### config.mk
export PLATFORM = sky130hd
export DESIGN_NAME = dsadc_decimator_flat
export DESIGN_NICKNAME = d
export VERILOG_FILES = /design/src/rtl/dsp_pkg.sv /design/src/rtl/dsadc_decimator_if.sv /design/src/rtl/cic_comb_stage.sv /design/src/rtl/dsadc_decimator.sv /design/src/flat_wrapper.sv
export SDC_FILE = /design/constraint.sdc
export NUM_CORES = 1
export LEC_CHECK = 0
export CAP_MARGIN = 20
export CELL_PAD_IN_SITES_DETAIL_PLACEMENT = 0
export CELL_PAD_IN_SITES_GLOBAL_PLACEMENT = 2
export CORE_ASPECT_RATIO = 1.4
export CORE_MARGIN = 4
export CORE_UTILIZATION = 42
export DETAILED_ROUTE_END_ITERATION = 10
export HOLD_SLACK_MARGIN = 0.03
export PLACE_DENSITY_LB_ADDON = 0.1
export SETUP_SLACK_MARGIN = 0.5
export SKIP_LAST_GASP = 1
export SYNTH_ARGS = -nofsm -noshare
export SYNTH_HDL_FRONTEND = slang
export SYNTH_SLANG_ARGS = --single-unit
### constraint.sdc
create_clock -name clk -period 3.45 [get_ports clk]
set_clock_uncertainty 0.05 [all_clocks]
set_input_delay 0.345 -clock clk [delete_from_list [all_inputs] [get_ports clk]]
set_output_delay 0.345 -clock clk [all_outputs]
set_load 0.1 [all_outputs]
### src/rtl/dsp_pkg.sv
// Shared DSP definitions for the delta-sigma receive path: PCM format limits,
// the 16-bit saturator and the CIC accumulator width rule.
package dsp_pkg;

    localparam int PCM_W = 16;
    localparam logic signed [15:0] PCM_MAX = 16'sh7fff;
    localparam logic signed [15:0] PCM_MIN = 16'sh8000;

    // Clamp a wide signed value into the signed 16-bit PCM range.
    function automatic logic signed [15:0] sat16(input logic signed [31:0] x);
        if (x > 32'sd32767) begin
            return PCM_MAX;
        end else if (x < -32'sd32768) begin
            return PCM_MIN;
        end else begin
            return x[15:0];
        end
    endfunction

    // Integrator/comb width for a 3rd-order CIC with unit differential delay.
    function automatic int cic_acc_w(input int decim);
        return 3 * $clog2(decim) + 1;
    endfunction

endpackage

### src/rtl/dsadc_decimator_if.sv
// Bit-stream input and PCM output bundle of the delta-sigma decimator.
// The master side drives the bit stream; the slave side is the decimator.
interface dsadc_decimator_if;
    import dsp_pkg::*;

    logic                    en;
    logic                    bit_in;
    logic signed [PCM_W-1:0] pcm_out;
    logic                    pcm_valid;

    modport master (output en, output bit_in, input pcm_out, input pcm_valid);
    modport slave  (input en, input bit_in, output pcm_out, output pcm_valid);

endinterface

### src/rtl/cic_comb_stage.sv
// One CIC comb section: dout = din - previous din, evaluated only when fired.
// The delay register advances only on fire so it always holds the previous
// sample-rate value, and dout_vld follows fire by one clock.
module cic_comb_stage #(
    parameter int W = 20
) (
    input  logic         clk,
    input  logic         rst_n,
    input  logic         fire,
    input  logic [W-1:0] din,
    output logic [W-1:0] dout,
    output logic         dout_vld
);

    logic [W-1:0] dinDly_q;
    logic [W-1:0] dout_q;
    logic         vld_q;

    // Difference against the last fired sample, modular in W bits.
    always_ff @(posedge clk or negedge rst_n) begin
        if (!rst_n) begin
            dinDly_q <= '0;
            dout_q   <= '0;
            vld_q    <= 1'b0;
        end else begin
            vld_q <= fire;
            if (fire) begin
                dout_q   <= din - dinDly_q;
                dinDly_q <= din;
            end
        end
    end

    assign dout     = dout_q;
    assign dout_vld = vld_q;

endmodule

### src/rtl/dsadc_decimator.sv
// 3rd-order CIC decimator turning a 1-bit delta-sigma stream into Q1.15 PCM.
// Optional feature macro: DSADC_DCBLOCK_EN adds a one-pole DC blocker after
// the saturator and one clock of latency.
module dsadc_decimator
    import dsp_pkg::*;
#(
    parameter int DECIM = 64
) (
    input logic               clk,
    input logic               rst_n,
    dsadc_decimator_if.slave  bus
);

    localparam int ACC_W = cic_acc_w(DECIM);
    // One guard bit above ACC_W so the +full-scale result 2^(ACC_W-1) keeps a positive sign.
    localparam int DP_W  = ACC_W + 1;
    localparam int SHIFT = ACC_W - PCM_W;
    localparam int CNT_W = $clog2(DECIM);

    if ((DECIM < 64) || (DECIM > 256) || ((DECIM & (DECIM - 1)) != 0)) begin : g_badDecim
        $error("dsadc_decimator: DECIM must be a power of two in 64..256");
    end

    logic [DP_W-1:0]  integ1_q, integ2_q, integ3_q;
    logic [DP_W-1:0]  step_d, integ3_d;
    logic [CNT_W-1:0] decCnt_q;
    logic             capFire_d;
    logic [DP_W-1:0]  cap_q;
    logic             capVld_q;
    logic [DP_W-1:0]  c1, c2, c3;
    logic             vld1, vld2, vld3;
    logic signed [31:0] c3Wide_d;
    logic signed [15:0] satOut_d;
    logic signed [15:0] pcmOut_q;
    logic               pcmValid_q;

    assign step_d    = bus.bit_in ? DP_W'(1) : '1;
    assign integ3_d  = integ3_q + integ2_q;
    assign capFire_d = bus.en && (decCnt_q == CNT_W'(DECIM - 1));

    // Bit-rate integrator cascade and decimation counter; everything holds when en is low.
    always_ff @(posedge clk or negedge rst_n) begin
        if (!rst_n) begin
            integ1_q <= '0;
            integ2_q <= '0;
            integ3_q <= '0;
            decCnt_q <= '0;
        end else if (bus.en) begin
            integ1_q <= integ1_q + step_d;
            integ2_q <= integ2_q + integ1_q;
            integ3_q <= integ3_d;
            decCnt_q <= capFire_d ? '0 : decCnt_q + 1'b1;
        end
    end

    // Latch the freshly updated third integrator once per frame and flag the comb chain.
    always_ff @(posedge clk or negedge rst_n) begin
        if (!rst_n) begin
            cap_q    <= '0;
            capVld_q <= 1'b0;
        end else begin
            capVld_q <= capFire_d;
            if (capFire_d) begin
                cap_q <= integ3_d;
            end
        end
    end

    cic_comb_stage #(.W(DP_W)) u_comb1 (
        .clk(clk), .rst_n(rst_n), .fire(capVld_q), .din(cap_q), .dout(c1), .dout_vld(vld1)
    );
    cic_comb_stage #(.W(DP_W)) u_comb2 (
        .clk(clk), .rst_n(rst_n), .fire(vld1), .din(c1), .dout(c2), .dout_vld(vld2)
    );
    cic_comb_stage #(.W(DP_W)) u_comb3 (
        .clk(clk), .rst_n(rst_n), .fire(vld2), .din(c2), .dout(c3), .dout_vld(vld3)
    );

    assign c3Wide_d = {{(32 - DP_W){c3[DP_W-1]}}, c3};
    assign satOut_d = sat16(c3Wide_d >>> SHIFT);

`ifdef DSADC_DCBLOCK_EN
    logic signed [15:0] xNew_q, xDly_q;
    logic               xVld_q;
    logic        [17:0] yFull_d;

    assign yFull_d = {{2{xNew_q[15]}}, xNew_q} - {{2{xDly_q[15]}}, xDly_q}
                   + {{2{pcmOut_q[15]}}, pcmOut_q} - {{2{pcmOut_q[15]}}, (pcmOut_q >>> 8)};

    // Register the saturated CIC sample as the blocker input.
    always_ff @(posedge clk or negedge rst_n) begin
        if (!rst_n) begin
            xNew_q <= '0;
            xVld_q <= 1'b0;
        end else begin
            xVld_q <= vld3;
            if (vld3) begin
                xNew_q <= satOut_d;
            end
        end
    end

    // DC blocker y = x - x_d + y_d - y_d/256; x_d and y_d move only on output strobes.
    always_ff @(posedge clk or negedge rst_n) begin
        if (!rst_n) begin
            xDly_q     <= '0;
            pcmOut_q   <= '0;
            pcmValid_q <= 1'b0;
        end else begin
            pcmValid_q <= xVld_q;
            if (xVld_q) begin
                xDly_q   <= xNew_q;
                pcmOut_q <= sat16({{14{yFull_d[17]}}, yFull_d});
            end
        end
    end
`else
    // Output register: scaled and saturated comb result with a one-clock strobe.
    always_ff @(posedge clk or negedge rst_n) begin
        if (!rst_n) begin
            pcmOut_q   <= '0;
            pcmValid_q <= 1'b0;
        end else begin
            pcmValid_q <= vld3;
            if (vld3) begin
                pcmOut_q <= satOut_d;
            end
        end
    end
`endif

    assign bus.pcm_out   = pcmOut_q;
    assign bus.pcm_valid = pcmValid_q;

endmodule
### src/flat_wrapper.sv
// flat-port wrapper written by rule: the top's interface ports become plain ports
module dsadc_decimator_flat import dsp_pkg::*;
#(
    parameter int DECIM = 64
)
  (clk, rst_n, bus_en, bus_bit_in, bus_pcm_out, bus_pcm_valid);
  dsadc_decimator_if bus_i ();
  input logic clk;
  input logic rst_n;
  input wire logic [$bits(bus_i.en)-1:0] bus_en;
  input wire logic [$bits(bus_i.bit_in)-1:0] bus_bit_in;
  output wire logic [$bits(bus_i.pcm_out)-1:0] bus_pcm_out;
  output wire logic [$bits(bus_i.pcm_valid)-1:0] bus_pcm_valid;
  assign bus_i.en = bus_en;
  assign bus_i.bit_in = bus_bit_in;
  assign bus_pcm_out = bus_i.pcm_out;
  assign bus_pcm_valid = bus_i.pcm_valid;
  dsadc_decimator #(.DECIM(DECIM)) u_core (.clk(clk), .rst_n(rst_n), .bus(bus_i));
endmodule
**Word-level counts from Yosys, hierarchy flattened**

Cells that the tools add are included.

- Add/subtract/negate cells: 7
- Magnitude comparators: 2
- Equality and inequality tests: 1
- Muxes and demuxes: 4
- Reductions and logical operators: 1

Operator list:

| kind | number |
|---|---|
| adder 20 bit | 3 |
| subtractor 20 bit | 3 |
| two-way mux 16 bit | 2 |
| two-way mux 20 bit | 1 |
| > comparator 17 x 16 -> 1 bit, second input constant | 1 |
| less-than comparator 17 x 16 -> 1 bit, second input constant | 1 |
| adder 6 x 1 -> 6 bit, second input constant | 1 |
| equality test 6 bit, second input constant | 1 |
| two-way mux 6 bit | 1 |
| logical AND 1 bit | 1 |

- Register bits: 227
- Input port bits: 4
- Word-level logic and storage cells: 32

**Depth between registers and ports, before layout**

- Depth after elaboration: 3
- Depth in mapped cells: 10
- Depth with buffers taken out: 10

**By module**

A second synthesis with hierarchy kept.

- Cell total of the unflattened synthesis: 1,536
- Area, all modules: 14,543.9 µm²

Modules (own cells, without submodules):

| module | instances | cells an instance | area an instance (µm²) |
|---|---|---|---|
| dsadc_decimator | 1 | 696 | 6,804.0 |
| cic_comb_stage (u_core.u_comb2) | 1 | 282 | 2,591.2 |
| cic_comb_stage (u_core.u_comb1) | 1 | 277 | 2,575.0 |
| cic_comb_stage (u_core.u_comb3) | 1 | 281 | 2,573.7 |

**Worst setup path before layout**

OpenSTA, ideal clock, no wires.

- Kind: input to register
- From: input bus_bit_in
- To: register u_core.integ1_q[12]
- Setup time: 0.125 ns
- Arrival time: 2.370 ns
- Required time: 3.275 ns
- Slack: 0.905 ns
- Stages on the path: 9
- Buffers on the path: 0
- Cells stage by stage: inv_1 ha_1 a211oi_1 o21bai_1 a21oi_1 o21a_1 o31ai_1 xor2_1 mux2_2

- Cells in the longest elaborated chain, start to end: 2

Ends and longest elaborated chain:

| what | RTL line | source |
|---|---|---|
| start: declaration | flat_wrapper.sv:11 | `input wire logic [$bits(bus_i.bit_in)-1:0] bus_bit_in;` |
| two-way mux 20 bit | dsadc_decimator.sv:37 | `assign step_d = bus.bit_in ? DP_W'(1) : '1;` |
| adder 20 bit | dsadc_decimator.sv:49 | `integ1_q <= integ1_q + step_d;` |
| end signal: assignment | dsadc_decimator.sv:49 |  |
| end: declaration | dsadc_decimator.sv:24 | `logic [DP_W-1:0] integ1_q, integ2_q, integ3_q;` |

No other way between the ends.
A chain may end at the register's enable or synchronous reset.

**Final worst setup path**

- From: register u_core.integ1_q[0]
- To: register u_core.integ2_q[16]

- Cells in the longest elaborated chain, start to end: 1

Ends and longest elaborated chain:

| what | RTL line | source |
|---|---|---|
| adder 20 bit | dsadc_decimator.sv:50 | `integ2_q <= integ2_q + integ1_q;` |
| end signal: assignment | dsadc_decimator.sv:50 |  |
| end: declaration | dsadc_decimator.sv:24 |  |

No other way between the ends.

==> out/qor.yml <==
run_status:
  status: "completed"
power_and_ir_drop:
  power.density_nw_per_um2: 879
  ir_drop_mv: 0.502
  p_leak_nw: 7.03
place:
  gp_congestion: 0.824
  port_buffers: 20
  place_hpwl_um: 23200
  placed_cell_area_um2: 14700
  place_ws_ns: 0.0819
cts:
  clk_latency_ns: 0.54
  h-tree-depth: 1
  clockBufferDepth: 3
  cts_root_buf: "clkbuf_16"
  clk_pin_slew_ns: 0.06
  numCtsBuffers: 25
  cts_tree: "yes"
  cts_sinks: 224
global_routing:
  gr-usage-met2: 0.352
  top_usage_layer: "met2"
  antenna_found_initial: 0
  grt_usage: 0.173
  grt_max_degree: 73
  first_global_vias: 10571
  grt_overflow: 0
  use_met1: 0.179
  grt_pass1_wl_um: 52100
  use_met3: 0.0201
drt:
  drcViolationCount: 0
  wire_per_inst_um: 16.0
  vias_per_cell: 5.34
  drtPass1Iterations: 4
  drt-initial-drc-count: 409
  wl_um: 31000
  vias: 10319
  ant_nets: 0
yosys:
  syn_area_um2: 14000
  synth_top_family_by_area: "compound AO/OA/AOI/OAI gates"
  synth-compound-area-share: 0.192
  synth.distinct_cells: 73
  ys_async_sr_fraction: 1.00
  synth_fa_ha_area_frac: 0.108
  synth-simple-area-share: 0.123
  ys.flop_type: "dfrtp_1"
  synth_warnings: 0
  netlist_top_cells_count: "dfrtp_1 (224), nand2_1 (169), a21oi_1 (117)"
  syn_inst: 1460
  synth_edf_count: 0
  syn_avg_cell_area_um2: 9.57
  yosysTopAreaCell: "dfrtp_1"
  syn_nets: 1582
  synth_seq_cells: 224
  synth_xor_area_frac: 0.0536
  ys_top_cells_by_area: "dfrtp_1 (40%), ha_1 (10%), mux2_2 (8.5%), nand2_1 (4.5%), a21oi_1 (4.2%)"
  synthMuxAreaShare: 0.0878
  synth_top_cell_area_share: 0.401
  synth.most_common_cell: "dfrtp_1"
  synth-seq-area-share: 0.401
setup_path:
  path_max_fanout: 5
  crit_start: "u_core.integ1_q[0]"
  critical_path_required_ns: 3.81
  r2r_setup_slack_ns: 0.60
  crit_path_end: "u_core.integ2_q[16]"
  critical_path_class: "flip-flop to flip-flop"
  endpoint_kind: "flip-flop"
  critPathArrivalTime_ns: 3.21
  r2r-start: "u_core.integ1_q[0]"
  worst_r2r_endpoint: "u_core.integ2_q[16]"
  crit_path_start_kind: "flip-flop"
  r2r_cells: 9
floorplan:
  die_x_um: 162
  die_y_um: 224
  fp-row-count: 78
  core-area_um2: 32600
  die_area_um2: 36300
  pin_count: 21
  initial_utilization: 0.429
timing:
  final.min_clock_period_ns: 2.85
  final-setup-viol-count: 0
  slew_headroom: 0.333
  tightestPinTransition_ns: 0.997
  grt_setup_unrepaired: "yes"
  final_hold_viol_count: 0
  final.period_utilization: 0.825
  setup_ws_ns: 0.603
  drv_slew: 0
  fin_tns_setup_ns: 0
  fmax_mhz: 351
final_layout:
  fill_cells: 3206
  syn_to_final_growth_pct: 11.5
  drive_above_1_share: 0.132
  final_area_um2: 15600
  diodes: 0
  layout.nets: 1597
worst_hold_path:
  min_path_type: "primary input to flip-flop"
job:
  cap_violations: 0
## final cells by class
type | count | area [um^2] | area share
Sequential cell | 224 | 5610 | 0.360
Clock inverter | 6 | 83.8 | 0.00538
Inverter | 80 | 304 | 0.0195
Multi-Input combinational cell | 1109 | 7900 | 0.508
Clock buffer | 40 | 772 | 0.0496
Tap cell | 440 | 551 | 0.0353
Timing Repair Buffer | 35 | 353 | 0.0227
## power breakdown
group,switching [W],internal (W),total (W)
sequential,0.000500,0.00317,0.00367
combinational,0.00396,0.00333,0.00729
clock,0.00106,0.00168,0.00274
total,0.00553,0.00817,0.0137
## stage by stage
step	cells	util	hold WS (ns)	power [W]
3_5_place_dp	1886	0.450	0.294	0.0110
2_1_floorplan	1460	-	-0.000591	0.00938
5_1_grt	1934	0.478	0.226	0.0149
4_1_cts	1933	0.477	0.215	0.0139
3_3_place_gp	1886	0.450	0.295	0.0110
6_report	1934	0.478	0.239	0.0137
## worst min-delay path by stage
stage                     startpoint  cells past startpoint                    endpoint
final                         bus_en                      2         u_core.integ1_q[17]
after floorplan                rst_n                      0       u_core.bus.pcm_out[0]
after global routing          bus_en                      2         u_core.integ1_q[17]
after detailed placement       rst_n                      1  u_core.u_comb3.dinDly_q[1]
after CTS                     bus_en                      2         u_core.integ1_q[17]
after global placement         rst_n                      1  u_core.u_comb3.dinDly_q[1]
## critical path, stage by stage, from the launching register on
cell and delay [ns]:
dfrtp_1 0.47, ha_1 0.28, fa_1 0.41, a21o_1 0.17
a21o_1 0.21, a21oi_2 0.23, o211ai_1 0.24, a41oi_1 0.33
xnor2_1 0.09, mux2_2 0.26
## layer usage
metal	wire (um)	up-vias
met1	11900	4931
li1	-	5254
met5	0	-
met2	17500	83
met4	912	0
met3	655	51
## repair_timing
action / CTS / global route
hold buffers: 1 / 0
buffers inserted: 0 / 1
pin swaps: 0 / 2
resized for setup: 1 / 3
hold endpoints to repair: 66 / 0
endpoints found under the setup margin: 1 / 6
## state kept, by name (all words and copies together), names as in the netlist, 6 cells and up
name,cells
u_core.cap_q,20
u_core.integ1_q,20
u_core.integ2_q,20
u_core.integ3_q,20
u_core.u_comb1.dinDly_q,20
u_core.u_comb1.dout,20
u_core.u_comb2.dinDly_q,20
u_core.u_comb2.dout,20
u_core.u_comb3.dinDly_q,20
u_core.u_comb3.dout,17
u_core.bus.pcm_out,16
u_core.decCnt_q,6
## kinds of logic after synthesis
| logic type | count (synthesis) |
|---|---|
| AOI/OAI and AO/OA | 417 |
| and+or+nand+nor | 381 |
| adders and majority gates | 118 |
| buffers and inverters | 127 |
| DFF | 224 |
| xor gates and xnor gates | 84 |
| muxes | 109 |
## cells in the final DEF, fill, tap and decap left out, types with 11 or more instances in the layout
cell and n:
a211oi_1 21, a21o_1 33, a21oi_1 116, buf_4 11, clkbuf_16 25, clkdlybuf4s50_1 18, dfrtp_1 223, ha_1 113
inv_1 79, mux2_2 105, nand2_1 169, nand3_1 22, nor2_1 87, nor3_1 23, o21a_1 23, o21ai_0 97
o21ai_1 20, o31ai_1 20, xnor2_1 54, xor2_1 29
No activity file was read; power rests on OpenSTA's default activity.
